## src/rtl/ram_arb_pkg.sv

```systemverilog
// Shared types and defaults for the system RAM port arbiter.
package ram_arb_pkg;

  typedef enum logic [1:0] {
    IDLE      = 2'd0,
    FILL      = 2'd1,
    HOST_ACC  = 2'd2,
    HOST_RESP = 2'd3
  } arb_state_t;

  localparam int         RAM_AW_DEF     = 11;
  localparam logic [7:0] FILL_VALUE_DEF = 8'hFF;

endpackage

```

## src/rtl/ram_fill_engine.sv

```systemverilog
// Fill engine: address counter, fill_done flag and busy flag.
// The arbiter decides when the engine is active; the engine only counts.
module ram_fill_engine #(
  parameter int RAM_AW = 11
) (
  input  logic              clk_sys,
  input  logic              reset,
  input  logic              loading,
  input  logic              fill_active,
  output logic [RAM_AW-1:0] fill_addr,
  output logic              fill_last,
  output logic              fill_req,
  output logic              fill_busy
);

  logic fill_done;

  // One address per active cycle; wraps back to 0 after the last address.
  always_ff @(posedge clk_sys) begin
    if (reset) begin
      fill_addr <= '0;
    end else if (fill_active) begin
      fill_addr <= fill_addr + 1'b1;
    end
  end

  // fill_done is set at the last address and dropped when loading ends,
  // so the next cart load fills the banks again.
  always_ff @(posedge clk_sys) begin
    if (reset) begin
      fill_done <= 1'b0;
    end else if (!loading) begin
      fill_done <= 1'b0;
    end else if (fill_active && fill_last) begin
      fill_done <= 1'b1;
    end
  end

  assign fill_last = &fill_addr;
  assign fill_req  = loading & ~fill_done;
  assign fill_busy = fill_active;

endmodule

```

## src/rtl/ram_port_arbiter.sv

```systemverilog
// Shares the single address/data/wren port of the two system RAM banks
// between the system bus, a host req/ack port and the cart-load fill engine.
// Optional feature macro: RAM_FILL_EN (fill engine present when defined).
//
// Host handshake: the host raises host_req with we/bank/addr/din stable and
// holds it until host_ack. host_ack is a single-cycle pulse; host_dout is
// valid in that cycle (reads) and holds until the next read. host_req still
// high in the cycle after host_ack is a new request.
module ram_port_arbiter
  import ram_arb_pkg::*;
#(
  parameter int         RAM_AW     = RAM_AW_DEF,
  parameter logic [7:0] FILL_VALUE = FILL_VALUE_DEF
) (
  input  logic              clk_sys,
  input  logic              reset,
  input  logic              loading,
  input  logic              pclk0,
  input  logic [RAM_AW-1:0] sys_addr,
  input  logic              sys_we,
  input  logic [7:0]        sys_din,
  input  logic              ram0_cs,
  input  logic              ram1_cs,
  input  logic              host_req,
  input  logic              host_we,
  input  logic              host_bank,
  input  logic [RAM_AW-1:0] host_addr,
  input  logic [7:0]        host_din,
  output logic              host_ack,
  output logic [7:0]        host_dout,
  output logic [RAM_AW-1:0] ram_addr,
  output logic [7:0]        ram_data,
  output logic              ram0_wren,
  output logic              ram1_wren,
  input  logic [7:0]        ram0_q,
  input  logic [7:0]        ram1_q,
  output logic              fill_busy,
  output arb_state_t        dbg_state
);

  arb_state_t        state_q, state_d;
  logic              pclk0_d;
  logic              host_slot;
  logic              sys_wr0, sys_wr1;
  logic [7:0]        dout_q, dout_d;
  logic [RAM_AW-1:0] fill_addr;
  logic              fill_last;
  logic              fill_req;

`ifdef RAM_FILL_EN
  logic fill_active;
  assign fill_active = (state_q == FILL) && !reset;

  ram_fill_engine #(.RAM_AW(RAM_AW)) u_fill (
    .clk_sys     (clk_sys),
    .reset       (reset),
    .loading     (loading),
    .fill_active (fill_active),
    .fill_addr   (fill_addr),
    .fill_last   (fill_last),
    .fill_req    (fill_req),
    .fill_busy   (fill_busy)
  );
`else
  assign fill_addr = '0;
  assign fill_last = 1'b0;
  assign fill_req  = 1'b0;
  assign fill_busy = 1'b0;
`endif

  // The host slot is the cycle right after a bus-phase strobe, so the
  // system address is never disturbed in a pclk0 cycle or the one before.
  assign host_slot = pclk0_d & ~pclk0;
  assign sys_wr0   = sys_we & ram0_cs & pclk0 & ~loading;
  assign sys_wr1   = sys_we & ram1_cs & pclk0 & ~loading;
  assign host_dout = dout_d;

  // State, strobe history and host read data registers.
  always_ff @(posedge clk_sys) begin
    if (reset) begin
      state_q <= IDLE;
      pclk0_d <= 1'b0;
      dout_q  <= '0;
    end else begin
      state_q <= state_d;
      pclk0_d <= pclk0;
      dout_q  <= dout_d;
    end
  end

  // Next state and port mux. The host access is decided combinationally in
  // the slot cycle, so that cycle is reported as HOST_ACC.
  always_comb begin
    state_d   = state_q;
    dbg_state = state_q;
    ram_addr  = sys_addr;
    ram_data  = sys_din;
    ram0_wren = sys_wr0;
    ram1_wren = sys_wr1;
    host_ack  = 1'b0;
    dout_d    = dout_q;
    if (reset) begin
      state_d   = IDLE;
      dbg_state = IDLE;
      ram0_wren = 1'b0;
      ram1_wren = 1'b0;
      dout_d    = '0;
    end else begin
      case (state_q)
        IDLE: begin
          if (fill_req) begin
            state_d = FILL;
          end else if (host_slot && host_req) begin
            dbg_state = HOST_ACC;
            ram_addr  = host_addr;
            ram_data  = host_din;
            ram0_wren = host_we & ~host_bank;
            ram1_wren = host_we & host_bank;
            state_d   = HOST_RESP;
          end
        end
        FILL: begin
          ram_addr  = fill_addr;
          ram_data  = FILL_VALUE;
          ram0_wren = 1'b1;
          ram1_wren = 1'b1;
          if (fill_last) state_d = IDLE;
        end
        HOST_ACC: begin
          ram_addr  = host_addr;
          ram_data  = host_din;
          ram0_wren = host_we & ~host_bank;
          ram1_wren = host_we & host_bank;
          state_d   = HOST_RESP;
        end
        HOST_RESP: begin
          host_ack = 1'b1;
          if (!host_we) dout_d = host_bank ? ram1_q : ram0_q;
          state_d = IDLE;
        end
        default: state_d = IDLE;
      endcase
    end
  end

endmodule

```

## config.mk

```make
export PLATFORM = sky130hd
export DESIGN_NAME = ram_port_arbiter
export DESIGN_NICKNAME = d
export VERILOG_FILES = /design/src/rtl/ram_arb_pkg.sv /design/src/rtl/ram_fill_engine.sv /design/src/rtl/ram_port_arbiter.sv
export SDC_FILE = /design/constraint.sdc
export NUM_CORES = 1
export LEC_CHECK = 0
export CAP_MARGIN = 20
export CELL_PAD_IN_SITES_DETAIL_PLACEMENT = 1
export CELL_PAD_IN_SITES_GLOBAL_PLACEMENT = 2
export CORE_MARGIN = 2
export CORE_UTILIZATION = 11
export DETAILED_ROUTE_END_ITERATION = 6
export GPL_ROUTABILITY_DRIVEN = 1
export PLACE_DENSITY_LB_ADDON = 0.1
export SKIP_LAST_GASP = 1
export SLEW_MARGIN = 20
export SYNTH_ARGS = -nofsm -noshare
export SYNTH_HDL_FRONTEND = slang
export SYNTH_HIERARCHICAL = 1
export SYNTH_SLANG_ARGS = --single-unit
```

## constraint.sdc

```tcl
create_clock -name clk_sys -period 1.44 [get_ports clk_sys]
set_clock_uncertainty 0.1 [all_clocks]
set_input_delay 0.288 -clock clk_sys [delete_from_list [all_inputs] [get_ports clk_sys]]
set_output_delay 0.288 -clock clk_sys [all_outputs]
set_load 0.005 [all_outputs]
```

; Yosys cells after proc, flatten, opt, wreduce, memory -nomap -nowiden
; Index checks and enable logic that the tools add are counted.
[word_totals]
reg_bits = 11
latch_bits = 0
ramBits = 0
romBits = 0
in_bits = 64
out_inout_bits = 33
mem_count = 0
[classes]
add_sub_neg = 0
mul = 0
div = 0
order_cmp = 0
eq_ne = 4
shift = 0
mux = 23
bitwise = 13
reduce_logical = 3
[ops]
columns = op, n
row1 = 8-bit 2-to-1 mux, 6
row2 = 11-bit case mux with 3 select lines, 1
row3 = 8-bit case mux with 3 select lines, 1
row4 = 11-bit 2-to-1 mux, 2
row5 = 1-bit bitwise AND, 9
row6 = 2-bit 2-to-1 mux, 4
row7 = 1-bit 2-to-1 mux, 6
row8 = 1-bit case mux with 3 select lines, 2
row9 = 2-bit case mux with 3 select lines, 1
row10 = "2-bit equality test, second input constant", 2
row11 = 1-bit NOT, 4
row12 = "2-bit by 1-bit equality test with 1-bit output, second input constant", 1
row13 = 2-bit logical NOT, 1
row14 = "2-bit inequality test, second input constant", 1
row15 = 2-bit AND reduction, 1
row16 = 1-bit logical AND, 1

; Longest topological paths before layout
; Gate-level depths: netlist of run 1.
[depth]
depth_word = 6
mapped_depth = 5

; Least setup slack after synthesis of run 1
; OpenSTA, ideal clock, no wires.
[synth_timing]
path_kind = reg2out
startpoint = register state_q[0]
endpoint = output port ram_addr[0]
t_arrival_ns = 1.217
slack_ns = -0.165
stages_incl_launch_ff = 5
cell_sequence = dfxtp_1 > and4bb_1 > nor2b_4 > buf_6 > mux2_2
[synth_via]
elab_chain_len = 3
[synth_lines]
columns = item, line_no
row1 = "start, declared", ram_port_arbiter.sv:41  ; arb_state_t state_q, state_d;
row2 = "start signal, assigned", ram_port_arbiter.sv:85  ; state_q <= state_d;
row3 = 2-bit equality test (tied with other cells), ram_port_arbiter.sv:109  ; case (state_q)
row4 = 11-bit case mux with 3 select lines (*), ram_port_arbiter.sv:109
row5 = 11-bit 2-to-1 mux (*), ram_port_arbiter.sv:102  ; if (reset) begin
row6 = "end, declared", ram_port_arbiter.sv:31  ; output logic [RAM_AW-1:0] ram_addr,
; Mark *: on every way between the ends. The rest lies on a longest branch, timed or not.

; Final worst setup path of run 1
[layout_timing]
startpoint = register state_q[0]
endpoint = output port ram_data[4]
[layout_via]
elab_chain_len = 3
[layout_lines]
columns = item, line_no
row1 = 2-bit equality test (tied with other cells), ram_port_arbiter.sv:109
row2 = 8-bit case mux with 3 select lines (*), ram_port_arbiter.sv:109
row3 = 8-bit 2-to-1 mux (*), ram_port_arbiter.sv:102
row4 = "end, declared", ram_port_arbiter.sv:32  ; output logic [7:0] ram_data,
; Marks and branches as above.

==> results.txt, run 1 <==
Synth cell types - 21
Final HPWL DP - 2890 um
Multiplexer share of the synthesized area - 36.8%
Worst Reg-to-Reg Cells - 9
Critical-path cell list - and4bb_1, nor2b_4, buf_6, buf_8, mux2_4, buf_6
Top FF cell, synth - dfxtp_1
Final worst slack - -0.618 ns
Tcrit/Tclk final - 143%
Comb pwr share - 41.2%
Clock power frac - 32.5%
Slew Viols, Final - 0
N_diodes - 0
Die extent in x - 89.8 um
RSZ-0062 raised after global routing - yes
Multi-input gate area - 736 um2
Crit-path slowest cell - dfxtp_2
Wire per inst - 13.4 um
Number of synthesis warnings - 6
Asr flop ratio synth - 0%
CP max FO - 5
CP startpoint kind - flip-flop
Vias in the first global route - 1,410
Post-DRT Antenna Nets - 0
Core footprint - 7180 um2
Die area - 8060 um2
Cell Area, Synth - 810 um2
FF+latch area - 201 um2
Nets@finish - 274
Insertion delay to the later sink of the worst-skew pair - 0.24 ns
Min Tclk post-route - 2.06 ns
Sw Ratio - 22.5%
Cell count after synthesis - 86
Routability cong. - 0.700
XOR/XNOR share of the synthesized area - 0%
Post-synth EDFFs - 0
GRT Util Overall - 10.3%
Violated checks - negative setup slack
Worst Hold Launch - pclk0
Outcome - finished with violations
Largest area contributor in the netlist - mux2_2
Clock slew at reported path FFs - 0.05 ns
Power Dens Cells - 450 nW/um2
Antenna violations before repair - 0
Hold Vio Cnt, Final - 0
Number of I/O pins - 97
Starting Density - 11.3%
# fillers - 810
Min Hold Slack - 0.302 ns
DR iter-0 viols - 6
Switch Pwr - 0.000243 W
Avg Cell Area, Syn - 9.41 um2
WHS Endpoint - pclk0_d
IO buf count - 95
Layout cells sized above 1 - 55.0%
Num rows - 31
Worst r2r src - state_q[0]
Drt first pass iters - 2
WHS Path Cells - 3
Max Clk Rate - 486 MHz
Most common cell on crit path - buf_6
Clock Sinks - 10
Seq/Total Area, Yosys - 24.7%
Crit path required time - 1.05 ns
DP Area - 2030 um2
Largest net degree at the start of global routing - 22
Min-Delay Path Class - primary input to flip-flop
Crit path kind - flip-flop to primary output
Total wire length after detailed routing - 4110 um
CTS buffer count - 3
Post-synth top cells - mux2_2 (18), a211oi_1 (16), nor2_1 (11)
Reg2Reg Setup Slack - -0.07 ns
Global-route wire length before repair - 6730 um
Worst vdd ir - 0.135 mV
Area contributors post-synth - mux2_2 (25%), dfxtp_1 (25%), a211oi_1 (15%)
Delay of the slowest critical-path stage - 0.32 ns
Routed vias - 1,187
Post-Synth Simple-Gate Area - 12.4%
Final instance area - 2410 um2
Internal cell power - 0.000839 W
CP bufs+invs - 3
Clock root cell - clkbuf_8
Fin Setup TNS - -16.19 ns
CTS tree - done
Max-cap violations - 0
Complex-gate fraction of the synthesized area - 17.3%
Vias/cell - 3.85
Syn_nets - 150
H-tree depth - 1
Yosys top cell area share - 25.0%
Yosys reg bits - 10
GR Overflow Total - 0
Crit path DAT - 1.67 ns
Crit-path leading delay family - simple AND/OR/NAND/NOR gates
Clock Tree Buf Depth - 2
Die Height - 89.8 um
Main combinational cell family by area after synthesis - multiplexers
Leak - 1.02 nW
DRC - 0
Reg power frac - 26.3%
Synth Area in Adders - 0%
Cell with the most instances after synthesis - mux2_2
Synth-to-layout area growth - 197%
Reg2reg end - dout_q[0]
Worst slack, placed - -1.16 ns
Critical Path End Type - primary output
Setup violations, final - 34
Power Total - 0.00108 W
[per-layer routing]
metal	global-route usage [%]	part of all wire, %	up-vias
met1	10.2	34	548
met2	18.9	51	74
li1	-	-	563
met5	0	0	-
met3	5.20	14	2
met4	3.08	0.56	0
[through the flow]
step | cells | utilization [%]
after floorplan | 86 | -
after CTS | 311 | 33.8
after global routing | 308 | 33.5
after detailed placement | 289 | 28.2
after global placement | 289 | 28.2
final | 308 | 33.5
[state kept, by name (all words and copies together), names as in the netlist]
signal / flops
dout_q: 8
pclk0_d: 1
state_q: 1
[placed cells by master (no fill, tap or decap), types with 2 or more instances in the layout]
cell and count:
buf_2 13, clkdlybuf4s50_1 58, mux2_4 19, mux2i_1 8
buf_8 3, buf_12 4, nor2_2 3, nor2b_4 3
dlygate4sd2_1 4, a211oi_1 2, nor2_1 4, buf_4 17
clkbuf_8 4, a211oi_2 14, nor2_4 4, dfxtp_1 9
buf_6 28
[worst max-delay path by stage]
stage,start,end,depth (start not counted),slack (ns)
final,state_q[0],ram_data[4],6,-0.62
after floorplan,state_q[0],ram_addr[0],4,-0.17
after CTS,state_q[0],ram_addr[0],7,-0.74
after global routing,state_q[0],ram_addr[0],6,-0.69
after global placement,pclk0,ram_addr[1],6,-1.13
after detailed placement,pclk0,ram_addr[1],6,-1.16
[worst min-delay path, cell delays in order]
cell             delay, ns
clkdlybuf4s15_1       0.19
inv_1                 0.08
nor2_1                0.04
[logic make-up after synthesis]
group / after synthesis
AO/OA/AOI/OAI: 19
buffers and inverters: 11
flip-flops: 10
multiplexers: 27
other: 1
AND/OR/NAND/NOR: 18
[area by class of cell]
type,instances,area share [%]
inverter,1,0.156
clock buffer,4,2.29
sequential,10,8.37
multi-input combinational,65,30.6
tap,99,5.15
timing repair buffer,129,53.5
[repair_timing]
action | CTS | global route
buffers inserted | 15 | 4
pin swaps | 9 | 10
gates resized for setup | 200 | 21
endpoints found under the setup margin | 37 | 39
hold buffers | 0 | 0
endpoints found under the hold margin | 0 | 0
cloned | 4 | 0
[power groups by stage]
stage               clock (W)  sequential (W)  combinational [W]
floorplan                   0        0.000289          0.0000981
global placement            0        0.000289           0.000389
detailed placement          0        0.000289           0.000394
CTS                  0.000371        0.000284           0.000450
global route         0.000385        0.000285           0.000478
finish               0.000352        0.000285           0.000446
(Power assumes the default switching activity.)
==> run 2: changes to the inputs <==
- SETUP_SLACK_MARGIN: not set -> 0.15
==> results.txt, run 2 (synthesis gave the netlist of run 1 again) <==
WHS Path Cells - 2 (-1)
N_diodes - 0 (unchanged)
Routed vias - 1,222 (+2.9%)
GRT Util Overall - 11.2% (+0.86 points)
DP Area - 2040 um2 (+0.49%)
Insertion delay to the later sink of the worst-skew pair - 0.24 ns (about the same)
Core footprint - 7180 um2 (unchanged)
Min-Delay Path Class - flip-flop to flip-flop
Nets@finish - 282 (+2.9%)
CP startpoint kind - flip-flop
Antenna violations before repair - 1 (+1)
H-tree depth - 1 (unchanged)
GR Util met1 - 12.0% (+1.8 points)
Tcrit/Tclk final - 149% (+6.3 points)
Worst vdd ir - 0.214 mV (+58%)
Violated checks - negative setup slack
Synth-to-layout area growth - 220%
DR iter-0 viols - 17 (+11)
Clock slew at reported path FFs - 0.05 ns (about the same)
DRC - 0 (unchanged)
RSZ-0062 raised after global routing - yes
Outcome - finished with violations
Min Tclk post-route - 2.15 ns (+0.0902 ns)
Max reg flops - 8 (unchanged)
Fin Setup TNS - -20.44 ns (-4.25 ns)
Clock Sinks - 10 (unchanged)
Most frequent cells in the layout - clkdlybuf4s50_1 (58), buf_6 (31), mux2_4 (19), buf_4 (19), a211oi_2 (16)
Most common cell after layout, fill and taps aside - clkdlybuf4s50_1
Crit path kind - flip-flop to primary output
Num rows - 31 (unchanged)
Most Crowded Layer GR - met2
Largest reg by FF count - dout_q
Final instance area - 2590 um2 (+7.5%)
Worst setup path startpoint - state_q[0]
Clock root cell - clkbuf_8
Hold Vio Cnt, Final - 0 (unchanged)
Final HPWL DP - 3060 um (+5.9%)
Power Dens Cells - 434 nW/um2 (-3.5%)
Vias in the first global route - 1,422 (+0.85%)
Max-cap violations - 0 (unchanged)
Met2 Usage GRT - 19.8% (+0.95 points)
Critical Path End Type - primary output
Die area - 8060 um2 (unchanged)
CTS tree - done
CP max FO - 5 (unchanged)
Worst r2r src - state_q[0]
Starting Density - 11.3% (unchanged)
Crit path required time - 1.05 ns (about the same)
IO buf count - 95 (unchanged)
Routability cong. - 0.675 (-3.6%)
Clock Tree Buf Depth - 2 (unchanged)
Grt met3 use - 5.62% (+0.42 points)
Setup violations, final - 40 (+18%)
Wire per inst - 14.2 um (+6.1%)
Largest regs - dout_q (8), pclk0_d (1), state_q (1)
Global-route wire length before repair - 7210 um (+7.1%)
Die Height - 89.8 um (unchanged)
Slew Viols, Final - 0 (unchanged)
Layout cells sized above 1 - 57.6% (+2.6 points)
Die extent in x - 89.8 um (unchanged)
Leak - 1.09 nW (+7.4%)
Worst Hold Launch - dout_q[6]
Number of I/O pins - 97 (unchanged)
Vias/cell - 3.87 (+0.34%)
Drt first pass iters - 4 (+2)
Total wire length after detailed routing - 4480 um (+8.9%)
Worst Reg-to-Reg Cells - 10 (+1)
CTS buffer count - 3 (unchanged)
GR Overflow Total - 0 (unchanged)
Largest net degree at the start of global routing - 11 (-50%)
Final worst slack - -0.708 ns (-0.0902 ns)
CTS Hold Buffers Added - 0 (unchanged)
Post-DRT Antenna Nets - 0 (unchanged)
Max Clk Rate - 466 MHz (-4.2%)
Crit path DAT - 1.76 ns (+0.09 ns)
Util after Layout - 36.1% (+2.5 points)
## run 2: final timing paths
check        slack (ns)          end
max               -0.71  ram_addr[1]
min                0.46    dout_q[6]
max reg2reg       -0.31    dout_q[4]
min reg2reg        0.46    dout_q[6]
## run 2: per-layer routing
layer	vias to the layer above	share of wire (%)
li1	584	-
met1	570	39
met2	62	49
met3	4	11
met4	2	0.76
met5	-	0.29
## run 2: area by class of cell
cell class	count	area [um2]
tap	99	124
fill	796	4590
multi-input combinational	65	751
timing repair buffer	137	1450
sequential	10	203
inverter	1	3.75
clock buffer	4	55.1
## run 2: per-stage QoR
stage	power, W	hold WS [ns]	std cells	setup WS, ns
CTS	0.00113	0.439	309	-0.710
detailed placement	0.000690	0.470	286	-1.16
finish	0.00112	0.457	316	-0.708
floorplan	0.000391	0.313	86	-0.165
global route	0.00119	0.496	316	-0.764
global placement	0.000686	0.452	286	-1.14
## run 2: critical path, cell delays in order, from the launching register on
cell,delay [ns]
dfxtp_2,0.31
and4bb_1,0.26
nor2b_4,0.18
buf_6,0.12
buf_12,0.11
buf_12,0.12
mux2_4,0.30
buf_6,0.12
## run 2: where the power goes
group          switching, W  internal (W)  leakage (nW)
combinational      0.000142      0.000344         0.983
clock              0.000113      0.000241        0.0288
sequential       0.00000181      0.000282        0.0817
total              0.000257      0.000867          1.09
## run 2: timing repair
action	in CTS	in global routing
setup endpoints to repair	41	41
setup buffers	13	7
pin swaps	7	4
gates cloned	6	0
resized for setup	200	11
==> run 3: changes to the inputs <==
- CORE_MARGIN: 2 -> 8
==> results.txt, run 3 (synthesis gave the netlist of run 1 again) <==
Clock Sinks - 10 (unchanged)
CP max FO - 5 (unchanged)
Vias in the first global route - 1,465 (+3.0%)
Max-cap violations - 0 (unchanged)
Wire per inst - 17.0 um (+20%)
Internal cell power - 0.000802 W (-7.4%)
Final instance area - 2470 um2 (-4.4%)
Min Tclk post-route - 2.17 ns (+0.0258 ns)
H-tree depth - 1 (unchanged)
Routed vias - 1,185 (-3.0%)
Die area - 10,400 um2 (+29%)
Synth-to-layout area growth - 206%
Crit path required time - 1.05 ns (about the same)
Min Hold Slack - 0.397 ns (-0.0600 ns)
Leak - 1.05 nW (-4.3%)
Min-Delay Path Class - primary input to flip-flop
Reg power frac - 26.9% (+1.6 points)
CTS tree - done
Final HPWL DP - 3890 um (+27%)
Max reg flops - 8 (unchanged)
Drt first pass iters - 2 (-2)
Worst vdd ir - 0.186 mV (-13%)
N_diodes - 0 (unchanged)
Die extent in x - 102 um (+13%)
Comb pwr share - 45.2% (+2.0 points)
Reg2Reg Setup Slack - 0.06 ns (+0.37 ns)
CP startpoint kind - flip-flop
CTS buffer count - 3 (unchanged)
DRC - 0 (unchanged)
Hold Vio Cnt, Final - 0 (unchanged)
Clock root cell - clkbuf_8
CTS Hold Buffers Added - 0 (unchanged)
IO buf count - 95 (unchanged)
Clock Tree Buf Depth - 2 (unchanged)
# fillers - 801 (+0.63%)
Core footprint - 7180 um2 (unchanged)
Routability cong. - 0.703 (+4.2%)
Starting Density - 11.3% (unchanged)
Outcome - finished with violations
Largest net degree at the start of global routing - 12 (+1)
Non-Filler Instances - 309 (-2.2%)
Global-route wire length before repair - 8120 um (+13%)
Most common cell after layout, fill and taps aside - clkdlybuf4s50_1
GR Overflow Total - 0 (unchanged)
# placed instances - 286 (unchanged)
Crit path DAT - 1.79 ns (+0.03 ns)
Final worst slack - -0.734 ns (-0.0258 ns)
Antenna violations before repair - 0 (-1)
Post-DRT Antenna Nets - 0 (unchanged)
Violated checks - negative setup slack
Setup violations, final - 29 (-28%)
Worst slack, placed - -1.18 ns (-0.0186 ns)
Num rows - 31 (unchanged)
Sw Ratio - 24.1% (+1.2 points)
Most frequent cells in the layout - clkdlybuf4s50_1 (58), buf_6 (27), mux2_4 (19)
Clock power frac - 27.9% (-3.6 points)
Number of I/O pins - 97 (unchanged)
Power Total - 0.00106 W (-5.9%)
Layout cells sized above 1 - 54.3% (-3.3 points)
FF+latch area - 203 um2 (unchanged)
Die Height - 102 um (+13%)
Nets@finish - 276 (-2.1%)
Slew Viols, Final - 0 (unchanged)
Vias/cell - 3.83 (-0.83%)
Tcrit/Tclk final - 151% (+1.8 points)
DP Area - 2020 um2 (-0.61%)
Power Dens Cells - 427 nW/um2 (-1.6%)
DR iter-0 viols - 12 (-5)
Multi-input gate area - 718 um2 (-4.3%)
Insertion delay to the later sink of the worst-skew pair - 0.23 ns (about the same)
Crit path kind - flip-flop to primary output
Max Clk Rate - 460 MHz (-1.2%)
Largest regs - dout_q (8), pclk0_d (1), state_q (1)
Switch Pwr - 0.000254 W (-0.90%)
Total wire length after detailed routing - 5240 um (+17%)
Largest reg by FF count - dout_q
RSZ-0062 raised after global routing - yes
Critical Path End Type - primary output
GRT Util Overall - 10.3% (-0.89 points)
Clock slew at reported path FFs - 0.05 ns (about the same)
[run 3: area by class of cell]
cell class	instances	share of cell area, %
Timing Repair Buffer	131	55.9
Clock buffer	3	1.67
Sequential cell	10	8.19
Multi-Input combinational cell	65	29.0
Inverter	1	0.152
Tap cell	99	5.01
[run 3: critical path, cell delays in order (launching register included)]
cell	delay [ns]
dfxtp_2	0.31
and4bb_1	0.28
nor2b_4	0.20
buf_12	0.14
buf_12	0.10
buf_16	0.11
mux2_4	0.30
buf_6	0.12
[run 3: worst paths after layout]
path         cells after the start           to       start
max                              7  ram_addr[6]  state_q[0]
min                              4      pclk0_d       pclk0
max reg2reg                      6   state_q[0]  state_q[0]
min reg2reg                      2    dout_q[4]   dout_q[4]
[run 3: power by group through the flow]
| stage | clock network (W) | logic, W | registers (W) |
|---|---|---|---|
| 5_1_grt | 0.000317 | 0.000511 | 0.000285 |
| 2_1_floorplan | 0 | 0.000102 | 0.000289 |
| 3_3_place_gp | 0 | 0.000395 | 0.000289 |
| 4_1_cts | 0.000309 | 0.000481 | 0.000284 |
| 6_report | 0.000295 | 0.000478 | 0.000285 |
| 3_5_place_dp | 0 | 0.000399 | 0.000290 |
[run 3: per-layer routing]
metal  vias up  global-route usage (%)  share of wire (%)
met5         -                       0                  0
met4         0                    2.06               0.65
met3         2                    6.67                 15
met2        65                    18.1                 48
met1       551                    9.92                 36
li1        567                       -                  -
[run 3: per-stage QoR]
| step | setup TNS [ns] | util [%] |
|---|---|---|
| detailed placement | -34.51 | 28.2 |
| global placement | -33.63 | 28.2 |
| finish | -16.51 | 34.5 |
| floorplan | -3.04 | - |
| global route | -18.78 | 34.5 |
| CTS | -16.90 | 34.1 |
[run 3: what timing repair did]
item	4_1_cts	5_1_grt
pin swaps	8	5
gates resized for setup	199	6
gates cloned	5	0
setup buffers	15	0
setup endpoints to repair	41	41
